## config.mk

```make
export PLATFORM = sky130hd
export DESIGN_NAME = trace_capture
export DESIGN_NICKNAME = d
export VERILOG_FILES = /design/src/rtl/trace_capture.sv
export SDC_FILE = /design/constraint.sdc
export NUM_CORES = 1
export LEC_CHECK = 0
export ABC_AREA = 1
export CAP_MARGIN = 20
export CORE_UTILIZATION = 50
export CTS_CLUSTER_DIAMETER = 50
export DETAILED_ROUTE_END_ITERATION = 10
export PLACE_DENSITY_LB_ADDON = 0.3
export SYNTH_ARGS = -nofsm -noshare
export SYNTH_HDL_FRONTEND = slang
export SYNTH_SLANG_ARGS = --single-unit
export TNS_END_PERCENT = 100
```

## constraint.sdc

```tcl
create_clock -name Clk -period 8.9 [get_ports Clk]
set_input_delay 2.67 -clock Clk [delete_from_list [all_inputs] [get_ports Clk]]
set_output_delay 2.67 -clock Clk [all_outputs]
set_load 0.005 [all_outputs]
```

## src/rtl/trace_capture.sv

```systemverilog
// trace_capture
//   Synthesizable instruction-trace buffer. Every instruction fetch seen while
//   capturing is recorded as {timestamp, PC, IR} into a circular buffer.
//   Capture stops on a mode-selected condition (never, buffer full, or halt
//   opcode). The oldest entry is presented on a valid/ready read port.
//
// Ports
//   Clk          rising-edge clock
//   Reset        asynchronous active-low reset
//   Arm          one-cycle pulse: clear the buffer and start capturing
//   Mode         0 wrap, 1 stop when full, 2/3 wrap until halt then stop
//   Fetch_Strobe processor loaded IR this cycle
//   PC_In        PC of the fetched instruction
//   IR_In        fetched instruction
//   Rd_Ready     consumer accepts Rd_Data this cycle
//   Rd_Valid     Rd_Data holds an unread entry
//   Rd_Data      {timestamp, PC, IR} of the oldest stored entry
//   Count        number of entries currently stored
//   Capturing    buffer is in the capture state
//   Halted       sticky: halt opcode captured since last Arm
//   Overflow     sticky: an entry was overwritten or dropped since last Arm

module trace_capture #(
  parameter int PC_W  = 7,
  parameter int IR_W  = 16,
  parameter int TS_W  = 16,
  parameter int DEPTH = 16,
  parameter logic [IR_W-1:0] HALT_IR = 16'h5000
) (
  input  logic                        Clk,
  input  logic                        Reset,
  input  logic                        Arm,
  input  logic [1:0]                  Mode,
  input  logic                        Fetch_Strobe,
  input  logic [PC_W-1:0]             PC_In,
  input  logic [IR_W-1:0]             IR_In,
  input  logic                        Rd_Ready,
  output logic                        Rd_Valid,
  output logic [TS_W+PC_W+IR_W-1:0]   Rd_Data,
  output logic [$clog2(DEPTH):0]      Count,
  output logic                        Capturing,
  output logic                        Halted,
  output logic                        Overflow
);

  localparam int PTR_W   = $clog2(DEPTH);
  localparam int CNT_W   = PTR_W + 1;
  localparam int ENTRY_W = TS_W + PC_W + IR_W;
  localparam logic [CNT_W-1:0] FULL_COUNT = CNT_W'(DEPTH);

  typedef enum logic [1:0] {
    IDLE,
    CAPTURE,
    STOPPED
  } state_t;

  state_t             state_q, state_d;
  logic [PTR_W-1:0]   wr_ptr_q, wr_ptr_d;
  logic [PTR_W-1:0]   rd_ptr_q, rd_ptr_d;
  logic [CNT_W-1:0]   count_q, count_d;
  logic [TS_W-1:0]    ts_q, ts_d;
  logic               halted_q, halted_d;
  logic               overflow_q, overflow_d;
  logic               mem_we;
  logic               pop;
  logic               cap;
  logic               full;
  logic [ENTRY_W-1:0] mem [DEPTH];

  // State, pointer, counter and flag registers.
  always_ff @(posedge Clk or negedge Reset) begin
    if (!Reset) begin
      state_q    <= IDLE;
      wr_ptr_q   <= '0;
      rd_ptr_q   <= '0;
      count_q    <= '0;
      ts_q       <= '0;
      halted_q   <= 1'b0;
      overflow_q <= 1'b0;
    end else begin
      state_q    <= state_d;
      wr_ptr_q   <= wr_ptr_d;
      rd_ptr_q   <= rd_ptr_d;
      count_q    <= count_d;
      ts_q       <= ts_d;
      halted_q   <= halted_d;
      overflow_q <= overflow_d;
    end
  end

  // Trace storage has no reset; unread slots are masked by Count.
  always_ff @(posedge Clk) begin
    if (mem_we) begin
      mem[wr_ptr_q] <= {ts_q, PC_In, IR_In};
    end
  end

  // Next-state logic. Arm overrides any strobe or pop in the same cycle.
  always_comb begin
    state_d    = state_q;
    wr_ptr_d   = wr_ptr_q;
    rd_ptr_d   = rd_ptr_q;
    count_d    = count_q;
    ts_d       = ts_q;
    halted_d   = halted_q;
    overflow_d = overflow_q;
    mem_we     = 1'b0;

    pop  = (count_q != '0) && Rd_Ready;
    cap  = (state_q == CAPTURE) && Fetch_Strobe;
    full = (count_q == FULL_COUNT);

    if (Arm) begin
      state_d    = CAPTURE;
      wr_ptr_d   = '0;
      rd_ptr_d   = '0;
      count_d    = '0;
      ts_d       = '0;
      halted_d   = 1'b0;
      overflow_d = 1'b0;
    end else begin
      if ((state_q == CAPTURE) && (ts_q != '1)) begin
        ts_d = ts_q + TS_W'(1);
      end

      if (cap) begin
        // A full buffer in stop-when-full mode can only be reached by a mode
        // change mid-capture; the fetch is dropped rather than overwriting.
        if (full && !pop && (Mode == 2'd1)) begin
          overflow_d = 1'b1;
        end else begin
          mem_we   = 1'b1;
          wr_ptr_d = wr_ptr_q + PTR_W'(1);
          if (pop) begin
            rd_ptr_d = rd_ptr_q + PTR_W'(1);
          end else if (full) begin
            rd_ptr_d   = rd_ptr_q + PTR_W'(1);
            overflow_d = 1'b1;
          end else begin
            count_d = count_q + CNT_W'(1);
          end
        end

        if (IR_In == HALT_IR) begin
          halted_d = 1'b1;
          if (Mode[1]) begin
            state_d = STOPPED;
          end
        end

        if ((Mode == 2'd1) && (count_d == FULL_COUNT)) begin
          state_d = STOPPED;
        end
      end else if (pop) begin
        rd_ptr_d = rd_ptr_q + PTR_W'(1);
        count_d  = count_q - CNT_W'(1);
      end
    end
  end

  assign Rd_Valid  = (count_q != '0);
  assign Rd_Data   = Rd_Valid ? mem[rd_ptr_q] : '0;
  assign Count     = count_q;
  assign Capturing = (state_q == CAPTURE);
  assign Halted    = halted_q;
  assign Overflow  = overflow_q;

endmodule

```

==> flow_summary_export.csv <==
group,metric,value,unit
route,initialDrtViolationCount,2232,
route,drc,10,
worst_setup_path,startpoint,"rd_ptr_q[0]",
power_and_ir_drop,powerDensity,277,nW/µm²
cts,clkLatencyLatePin,0.61,ns
route,wire_per_inst,22.2,µm
worst_setup_path,cp-end-kind,"output pin",
synth,synth_top_area_share,69.9,%
run_status,violations,"design-rule violations",
die,die_height,233,µm
die,io_pins,78,
layout,final_util,58.1,%
global_route,grt-ovfl-total,0,
synth,synth.cell_area,26800,µm²
cts,clk_pin_slew_worst_paths,0.06,ns
layout,multiInputGateArea,6440,µm²
synth,avgSynthCellArea,12.4,µm²
cts,clock-sinks,657,
route,dr.pass1.iters,8,
power_and_ir_drop,ir_worst_vdd,0.000176,V
cts,root_buffer,"clkbuf_16",
global_route,grt_max_degree,214,
layout,seq_area,19600,µm²
power_and_ir_drop,total_power,8490,µW
synth,synth_edf_count,624,
cts,clk_path_buf_depth,3,
placement,place.port_buffers,77,
placement,globalplace.congestion,0.833,
timing,final_hold_viol_count,0,
cts,cts-buffers-inserted,71,
synth,yosysWarnings,0,
synth,syn-num-nets,2197,
layout,mostFrequentLayoutCells,"edfxtp_1, nand2_1, a21oi_1",
synth,yosysTopAreaCell,"edfxtp_1",
synth,seq_area_frac_synth,73.0,%
cts,cts.repair.resized,0,
timing,fmax,141,MHz
worst_setup_path,cp_slowest_cell,"buf_4",
die,die_x,233,µm
timing,worstMarginPinSlew,1.07,ns
global_route,grt_pass1_wl,100000,µm
cts,cts_htree_levels,3,
die,rows,84,
worst_setup_path,path_class,"reg -> out",
layout,mostFrequentLayoutCell,"edfxtp_1",
worst_setup_path,arrival,4.43,ns
worst_setup_path,cp-start-kind,"flop",
layout,syn_to_final_growth,14.5,%
worst_hold_path,hp-class,"reg -> reg",
run,drv_cap,0,
placement,dp_hpwl,32400,µm
cts,cts_tree,"yes",
synth,ys_ff_latch,657,
global_route,gr-usage-all-layers,24.6,%
worst_setup_path,r2r-start,"Count[0]",
worst_setup_path,crit_family,"buffers and inverters",
worst_hold_path,min_from,"state_q[0]",
synth,synth_flop_cell,"edfxtp_1",
route,wirelength,65600,µm
worst_setup_path,path_cells,"buf_16 > inv_8 > buf_16 > buf_4 > nand2_1 > nand3_1 > nand2_1 > a21oi_1 > nor2_1 > a211oi_1 > clkdlybuf4s50_1",
layout,num-nets-final,2249,
cts,cts_hold_buffers,0,
route,via_count,17300,
timing,maxSlewViolCount,0,
worst_setup_path,path_max_fanout,169,
timing,fin_crit_sh,79.8,%
timing,rsz0062_at_grt,"no",
power_and_ir_drop,power.leakage,0.0110,µW
synth,synth_cells,2158,
die,dieArea,54500,µm²
worst_setup_path,required,6.23,ns
layout,layout-drive-gt1-share,8.60,%
worst_setup_path,path_buf_inv,5,
route,ant_nets,0,
layout,num-fill-cells,4136,
die,core_area,52800,µm²
run_status,status,"finished, violations left",
timing,setup_viol,0,
route,vias_per_cell,5.86,
synth,synthArstFlopShare,5.02,%
die,start_util,50.8,%
synth,synth_cell_type_count,41,
cts,post_cts_buffers,0,
timing,tns,0,ns
timing,layout_min_cycle_time,7.10,ns
timing,finClkSkew,0.0234,ns
synth,synth_area_leaders,"edfxtp_1, nand2_1, a21oi_1",
timing,relSlewSlack,28.4,%
global_route,antenna_found_initial,1,
global_route,grt_pass1_vias,17100,
worst_setup_path,max_stage_delay,0.62,ns
==> final timing paths <==
| path | end | slack [ns] | cells past startpoint |
|---|---|---|---|
| max | Rd_Data[16] | 1.80 | 11 |
| max reg2reg | mem[7][36] | 5.28 | 10 |
| min reg2reg | state_q[0] | 0.47 | 2 |
| min in group asynchronous | state_q[1] | 2.20 | 1 |
| min | state_q[0] | 0.47 | 2 |
| max in group asynchronous | rd_ptr_q[0] | 6.07 | 1 |
==> report_power, final <==
| part | leakage (µW) | switching [µW] | internal [µW] |
|---|---|---|---|
| Combinational | 0.00365 | 1250 | 713 |
| Clock | 0.00119 | 1200 | 1840 |
| Sequential | 0.00617 | 88.1 | 3410 |
==> cell usage after synthesis, types with 24 or more instances <==
| cell | n |
|---|---|
| edfxtp_1 | 624 |
| nand2_1 | 492 |
| a21oi_1 | 206 |
| nor2_1 | 168 |
| o21ai_0 | 81 |
| inv_1 | 76 |
| buf_2 | 67 |
| nand3_1 | 64 |
| clkbuf_1 | 43 |
| nor3_1 | 43 |
| o22ai_1 | 42 |
| a211oi_1 | 39 |
| o221ai_1 | 39 |
| dfrtp_1 | 33 |
| a21boi_0 | 24 |
==> registers in the layout, indices dropped and copies added, names as in the netlist <==
| signal | count |
|---|---|
| rd_ptr_q | 4 |
| ts_q | 16 |
| Overflow | 1 |
| Count | 5 |
| state_q | 2 |
| wr_ptr_q | 4 |
| mem | 624 |
| Halted | 1 |
==> cells by family after synthesis <==
kind of cell	synth area share (%)
adder cells (fa/ha/maj)	0.420
buffers and inverters	3.41
AND/OR/NAND/NOR	12.2
XOR/XNOR	0.196
AO/OA/AOI/OAI	10.7
flip-flops	73.0
==> stage by stage <==
step	area [µm²]	worst slack, ns	hold slack [ns]	std cells
CTS	30600	1.53	0.476	2954
global placement	28200	2.24	0.457	2822
detailed placement	28200	2.18	0.464	2823
finish	30700	1.80	0.474	2957
global route	30700	1.51	0.499	2957
floorplan	26800	3.42	0.442	2158
==> final cells by class <==
type / count / area share (%)
diodes: 1 / 0.00816
clock buffers: 91 / 6.41
clock inverters: 40 / 1.47
inverters: 83 / 1.05
multi-input cells: 1291 / 21.0
flip-flops and latches: 657 / 63.8
well taps: 688 / 2.81
repair buffers: 106 / 3.44
==> layer usage <==
layer	routed length, µm	track usage (%)	share of wire, %	vias up
met5	0	0	0	-
met4	1940	9.19	3.0	0
met3	5380	4.00	8.2	137
met2	31500	39.5	48	738
met1	26800	33.9	41	8544
li1	-	-	-	7903
==> worst register-to-register path, delay by kind of cell (launching register included) <==
family                     cells  cell delay, ns
and+or+nand+nor                6            1.66
buffers and inverters          3            0.83
DFF                            1            0.45
adders and majority gates      1            0.31
Power figures use the tool's default switching activity.
